File: config.mk
export PLATFORM = sky130hd
export DESIGN_NAME = mem_arbiter
export DESIGN_NICKNAME = d
export VERILOG_FILES = /design/src/rtl/lc3b_types.sv /design/src/rtl/mem_arbiter_rr_picker.sv /design/src/rtl/mem_arbiter.sv
export SDC_FILE = /design/constraint.sdc
export NUM_CORES = 1
export LEC_CHECK = 0
export CAP_MARGIN = 25
export CORE_MARGIN = 1
export CORE_UTILIZATION = 25
export CTS_CLUSTER_SIZE = 25
export DETAILED_ROUTE_END_ITERATION = 10
export MAX_ROUTING_LAYER = met4
export PLACE_DENSITY = 0.65
export SLEW_MARGIN = 20
export SYNTH_ARGS = -nofsm -noshare
export SYNTH_HDL_FRONTEND = slang
export SYNTH_HIERARCHICAL = 1
export SYNTH_SLANG_ARGS = --single-unit
File: constraint.sdc
create_clock -name clk -period 1.7 [get_ports clk]
set_input_delay 0.425 -clock clk [delete_from_list [all_inputs] [get_ports clk]]
set_output_delay 0.425 -clock clk [all_outputs]
set_load 0.02 [all_outputs]
File: src/rtl/lc3b_types.sv
// Shared LC-3b types and constants used by the memory-side blocks.
// Latency: n/a (types only).
// Backpressure: n/a.
package lc3b_types;

  localparam int LC3B_MAX_ARB_PORTS = 8;

  typedef enum logic {
    ARB_IDLE = 1'b0,
    ARB_BUSY = 1'b1
  } arb_state_t;

  // Index width for an N-entry selector; a single port still needs one bit.
  function automatic int arb_idx_w(input int n);
    return (n > 1) ? $clog2(n) : 1;
  endfunction

endpackage

File: src/rtl/mem_arbiter_rr_picker.sv
// Combinational round-robin / fixed-priority picker over a request vector.
// Latency: zero cycles, purely combinational.
// Backpressure: none; winner is only meaningful while any_req is high.
module rr_picker
  import lc3b_types::*;
#(
  parameter int N_PORTS    = 2,
  parameter bit FIXED_PRIO = 1'b0,
  localparam int IDX_W     = arb_idx_w(N_PORTS)
) (
  input  logic [N_PORTS-1:0] req,
  input  logic [IDX_W-1:0]   ptr,
  output logic [IDX_W-1:0]   winner,
  output logic               any_req
);

  // Port index reached 'off' steps above the search base, wrapping at N_PORTS.
  function automatic logic [IDX_W-1:0] wrap_idx(input logic [IDX_W-1:0] p, input int off);
    int s;
    s = (FIXED_PRIO ? 0 : int'(p)) + off;
    if (s >= N_PORTS) s = s - N_PORTS;
    return s[IDX_W-1:0];
  endfunction

  // Scan farthest-first so the nearest set request is the last assignment.
  always_comb begin
    winner  = '0;
    any_req = |req;
    for (int off = N_PORTS - 1; off >= 0; off--) begin
      if (req[wrap_idx(ptr, off)]) winner = wrap_idx(ptr, off);
    end
  end

endmodule

File: src/rtl/mem_arbiter.sv
// N-port memory arbiter: latches one winning request and replays it downstream.
// Latency: request to dn_* one cycle; dn_resp to up_resp zero cycles.
// Backpressure: losers wait with requests held; one IDLE cycle follows every transaction.
module mem_arbiter
  import lc3b_types::*;
#(
  parameter int N_PORTS    = 2,
  parameter int ADDR_W     = 16,
  parameter int DATA_W     = 16,
  parameter bit FIXED_PRIO = 1'b0,
  localparam int IDX_W     = arb_idx_w(N_PORTS),
  localparam int BE_W      = DATA_W / 8
) (
  input  logic                      clk,
  input  logic                      reset_n,
  input  logic [N_PORTS-1:0]        up_read,
  input  logic [N_PORTS-1:0]        up_write,
  input  logic [N_PORTS*ADDR_W-1:0] up_address,
  input  logic [N_PORTS*DATA_W-1:0] up_wdata,
  input  logic [N_PORTS*BE_W-1:0]   up_byte_enable,
  output logic [DATA_W-1:0]         up_rdata,
  output logic [N_PORTS-1:0]        up_resp,
  output logic                      dn_read,
  output logic                      dn_write,
  output logic [ADDR_W-1:0]         dn_address,
  output logic [DATA_W-1:0]         dn_wdata,
  output logic [BE_W-1:0]           dn_byte_enable,
  input  logic [DATA_W-1:0]         dn_rdata,
  input  logic                      dn_resp,
  output logic [IDX_W-1:0]          grant,
  output logic                      busy
);

  typedef struct packed {
    logic              rd;
    logic              wr;
    logic [ADDR_W-1:0] addr;
    logic [DATA_W-1:0] wdata;
    logic [BE_W-1:0]   be;
  } txn_t;

  arb_state_t        state_q, state_nxt;
  txn_t              cur_q, pick;
  logic [IDX_W-1:0]  grant_q, ptr_q, ptr_nxt, winner;
  logic [N_PORTS-1:0] req;
  logic              any_req, load, done;

  assign req = up_read | up_write;

  rr_picker #(
    .N_PORTS    (N_PORTS),
    .FIXED_PRIO (FIXED_PRIO)
  ) u_picker (
    .req     (req),
    .ptr     (ptr_q),
    .winner  (winner),
    .any_req (any_req)
  );

  // Write dominates a simultaneous read on the same port.
  always_comb begin
    pick.wr    = up_write[winner];
    pick.rd    = up_read[winner] & ~up_write[winner];
    pick.addr  = up_address[int'(winner)*ADDR_W +: ADDR_W];
    pick.wdata = up_wdata[int'(winner)*DATA_W +: DATA_W];
    pick.be    = up_byte_enable[int'(winner)*BE_W +: BE_W];
  end

  always_comb begin
    state_nxt = state_q;
    load      = 1'b0;
    done      = 1'b0;
    up_resp   = '0;
    case (state_q)
      ARB_IDLE: begin
        if (any_req) begin
          load      = 1'b1;
          state_nxt = ARB_BUSY;
        end
      end
      ARB_BUSY: begin
        if (dn_resp) begin
          done             = 1'b1;
          up_resp[grant_q] = 1'b1;
          state_nxt        = ARB_IDLE;
        end
      end
      default: state_nxt = ARB_IDLE;
    endcase
  end

  assign ptr_nxt = (int'(grant_q) == N_PORTS - 1) ? '0 : grant_q + 1'b1;

  always_ff @(posedge clk) begin
    if (!reset_n) begin
      state_q <= ARB_IDLE;
      cur_q   <= '0;
      grant_q <= '0;
      ptr_q   <= '0;
    end else begin
      state_q <= state_nxt;
      if (load) begin
        cur_q   <= pick;
        grant_q <= winner;
      end
      if (done && !FIXED_PRIO) ptr_q <= ptr_nxt;
    end
  end

  // Strobes are qualified by state so the latched op never leaks into IDLE.
  assign dn_read        = (state_q == ARB_BUSY) & cur_q.rd;
  assign dn_write       = (state_q == ARB_BUSY) & cur_q.wr;
  assign dn_address     = cur_q.addr;
  assign dn_wdata       = cur_q.wdata;
  assign dn_byte_enable = cur_q.be;
  assign up_rdata       = dn_rdata;
  assign grant          = grant_q;
  assign busy           = (state_q == ARB_BUSY);

endmodule
### After elaboration in Yosys (flattened, before gate mapping)

Cells that the tools add are included.

* add/subtract/negate cells: 4
* $lt $le $gt $ge: 7
* shifts and indexed selects: 3
* muxes and demuxes: 23
* bitwise logic cells: 6
* reduce and logical (&&, ||, !) cells: 2

Operators by type and width (number)
* $shiftx A32 B6 Y16: 2
* $mux W1: 19
* $lt A1 B2 Y1 const B: 4
* $mux W2: 2
* $shiftx A4 B3 Y2: 1
* $and A1 B1 Y1: 3
* $add A1 B1 Y2 const B: 1
* $ge A1 B2 Y1 const B: 1
* $ge A2 B2 Y1 const B: 1
* $not A1 Y1: 2
* $or A2 B2 Y2: 1
* $pmux W1 S2: 1
* $reduce_or A2 Y1: 1
* $sub A1 B1 Y1 const B: 2
* $add A1 B1 Y1 const B: 1
* $demux W1 S1: 1
* $ge A1 B1 Y1 const B: 1
* $logic_and A1 B1 Y1: 1

* flip-flop bits (word level): 39
* input bits: 91
* output and inout port bits: 56
* logic and storage cells: 53

### Depth between registers and ports, before layout

* word-level depth: 11
* gate-level depth with buffers: 7
* mapped depth without buffers: 5

### Hierarchy

The synthesis kept the hierarchy.

By module, submodules not included
* mem_arbiter: instances 1, cells each 229, area an instance 2257.2 µm², seq. area each 780.7 µm²
* rr_picker: instances 1, cells each 3, area an instance 17.5 µm², seq. area each 0.0 µm²

### Worst setup path before layout

No wires, ideal clock.

* kind: input to register
* start point: input up_write[0]
* end point: register cur_q[34] (netlist name)
* setup time: 0.116 ns
* arrival: 1.561 ns
* data required time: 1.584 ns
* slack: 0.022 ns
* stages on the path: 7
* path buffers: 2
* cells stage by stage: or2_2 > a21boi_1 > buf_6 > buf_8 > mux2i_1 > nand2_1 > o211a_1

* word-level cells in the longest chain between the ends: 7
* elaborated cells on any way between the ends: 12
* those cells by class: 10 x mux; 1 x bitwise; 1 x reduce/logical

Ends and longest elaborated chain
* start: declaration: line mem_arbiter.sv:17 `input logic [N_PORTS-1:0] up_write,`
* $or A2 B2 Y2 *: line mem_arbiter.sv:48 `assign req = up_read | up_write;`
* $mux W1 (implied by the code) (2 in a row): line mem_arbiter_rr_picker.sv:30 `if (req[wrap_idx(ptr, off)]) winner = wrap_idx(ptr, off);`
* $mux W1: line mem_arbiter_rr_picker.sv:30
* $mux W1 *: line mem_arbiter_rr_picker.sv:30
* via winner: line mem_arbiter.sv:44 `logic [IDX_W-1:0] grant_q, ptr_q, ptr_nxt, winner;`
* $mux W1 (implied by the code) * (2 in a row): line mem_arbiter.sv:62 `pick.wr = up_write[winner];`
* end signal: assignment: line mem_arbiter.sv:103 `cur_q <= pick;`
* end: declaration: line mem_arbiter.sv:43 `txn_t cur_q, pick;`

Mark *: on every way through the listed nets, which the timed path passes. The rest lies on a longest branch. The select of a mux whose other input is x is not followed.
A chain may end at the register's enable or synchronous reset.

### Worst setup path after layout

* start point: register cur_q (netlist bit dn_wdata[11])
* end point: output dn_wdata[11]

RTL lines
* end: declaration: line mem_arbiter.sv:26 `output logic [DATA_W-1:0] dn_wdata,`

No word-level cell between the ends.

==> impl_metrics.py <==
metrics = {
    "status": {
        "status": "finished, final reports clean",
    },
    "clocking": {
        "clk_pin_slew_ps": 80,
        "cts-hold-fix-buffers": 0,
        "cts_max_level": 2,
        "clkLatencyLatePin_ps": 290,
        "cts_tree": "done",
        "cts_sinks": 39,
        "clock_path_buffers": 2,
        "cts_buffers": 5,
        "root_buffer": "clkbuf_8",
    },
    "critical_path": {
        "setup.worst_path.end_class": "output pin",
        "cpPeakStageDelay_ps": 620,
        "critPathBufInv": 1,
        "cpMaxStageDelayCell": "clkdlybuf4s50_1",
        "crit_required_ps": 1270,
        "crit_chain": "clkdlybuf4s50_1",
        "criticalPathCategory": "register to output pin",
        "arrival_ps": 1240,
        "cp_max_fo": 2,
        "setup.worst_path.start_class": "register",
        "crit_path_start": "dn_wdata[11]",
        "r2r_start": "ptr_q",
        "crit_family": "buffers and inverters",
        "rrSetupSlack_ps": 240,
    },
    "timing": {
        "max_slew_margin": 0.827,
        "fmax_mhz": 601,
        "fin_hold_ws_ps": 496,
        "final_max_slew_viol_count": 0,
        "rsz0062_at_grt": "false",
        "setup_violations": 0,
        "fin_crit_ps": 1660,
        "fin_setup_tns_ps": 0,
        "worstMarginPinSlew_ps": 259,
        "fin_ws_ps": 37.2,
        "period_share": 0.978,
        "finClkSkew_ps": 5.88,
        "finalHoldViolations": 0,
    },
    "logic_synthesis": {
        "yosys_warnings": 6,
        "syn_inst": 232,
        "synthTopCellsByArea": "dfxtp_1, buf_4, mux2i_1",
        "synth-edff-count": 0,
        "synth_common_cells": "buf_4, dfxtp_1, nand2_1, mux2i_1, o211a_1",
        "yosysSeqAreaShare": 0.343,
        "synth_flop_cell": "dfxtp_1",
        "syn_nets": 323,
        "ys_seq_elements": 39,
        "synth_area_per_cell_um2": 9.80,
        "synth_most_common_cell": "buf_4",
        "asyncSetResetFlopFracSynth": 0,
        "synth_cell_types": 23,
        "netlist_area_mm2": 0.00227,
        "synth.largest_area_cell": "dfxtp_1",
        "synth_top_area_share": 0.343,
    },
    "placed_design": {
        "port_buffers": 114,
        "gp_congestion": 0.723,
        "hpwlAfterDp_um": 3990,
        "place_ws_ps": -480,
        "dpl_cell_area_mm2": 0.00319,
    },
    "global_route": {
        "gr-total-overflow": 0,
        "track_usage": 0.122,
        "grt_pass1_vias": 1850,
        "grt_pass1_wl_um": 9010,
        "grt_max_degree": 40,
        "grt_antenna_before_repair": 1,
    },
    "floorplanning": {
        "initial_core_util": 0.260,
        "ios": 147,
        "die_y_um": 97.4,
        "die_x_um": 97.4,
        "std_cell_rows": 34,
        "coreArea_mm2": 0.00876,
        "dieArea_mm2": 0.00948,
    },
    "hold_path": {
        "holdCritStartpoint": "cur_q[34]",
        "hold_class": "register to register",
    },
    "routing": {
        "antenna_left": 0,
        "wl_um": 5560,
        "drtIter0Drc": 39,
        "via_per_inst": 4.42,
        "dr.pass1.iters": 4,
        "vias": 1826,
        "wl_per_cell_um": 13.5,
        "drc": 0,
    },
    "layout": {
        "drive_above_1_share": 0.109,
        "final_util": 0.392,
        "syn2layout_area_growth_pct": 50.9,
        "design_area_mm2": 0.00343,
        "fin_nets": 394,
    },
    "pwr": {
        "leakagePower_nw": 1.99,
        "max-vdd-ir-drop_uv": 282,
        "p_per_area_mw_per_mm2": 775,
    },
    "job": {
        "maxCapViolCount": 0,
    },
}
final timing paths:
check	depth (start not counted)	endpoint
setup / recovery	1	dn_wdata[11]
hold / removal	1	cur_q[34]
setup reg to reg	7	dn_address[7]
hold reg to reg	1	cur_q[34]
metrics by stage:
stage                     instances  total power [mW]
final                           413              2.66
after CTS                       411              2.73
after global placement          400              1.95
after global routing            413              2.82
after floorplan                 232              1.70
after detailed placement        400              1.96
final cells by class:
class / count / area [um2]
diodes: 1 / 2.50
clock buffers: 7 / 96.3
clock inverters: 1 / 7.51
fillers: 889 / 5330
inverters: 1 / 3.75
multi-input cells: 126 / 988
flip-flops and latches: 39 / 782
well taps: 108 / 135
repair buffers: 130 / 1420
sequential cells by signal (all words and copies together) (netlist names):
signal and count:
busy 1, dn_address 16, cur_q 2, dn_wdata 16, ptr_q 1, dn_byte_enable 2
grant 1
timing repair:
action / in CTS / in global routing
pin swaps: 3 / 1
resized for setup: 26 / 28
gates cloned: 2 / 0
setup endpoints to repair: 47 / 52
buffers inserted: 1 / 1
report_power, final:
part | switching, mW | internal (mW) | total (mW) | leakage (nW)
Clock | 0.345 | 0.370 | 0.715 | 0.0505
Sequential | 0.0490 | 1.01 | 1.06 | 0.325
Combinational | 0.375 | 0.508 | 0.883 | 1.61
logic make-up after synthesis:
kind of cell	count (synthesis)	share of synthesized area
and+or+nand+nor	49	0.0935
buffers and inverters	67	0.234
muxes	36	0.158
AOI/OAI and AO/OA	41	0.171
DFF	39	0.343
placed cells by master (no fill, tap or decap), types with 5 or more instances in the layout:
master	Yosys	layout
dfxtp_1	39	38
clkbuf_8	0	7
clkdlybuf4s50_1	0	74
buf_4	50	10
o211a_1	35	35
mux2i_1	36	36
nand2_1	37	37
dlygate4sd2_1	0	9
dlymetal6s2s_1	0	26
buf_12	0	5
layer usage:
layer  global-route usage  wire [um]  up-vias  part of all wire
met5                    -          0        -                 0
met4               0.0362         57        0             0.010
met3               0.0381        421       14             0.076
met2                0.208       2810       70              0.50
met1                0.136       2280      849              0.41
li1                     -          -      893                 -
Power figures use the tool's default switching activity.
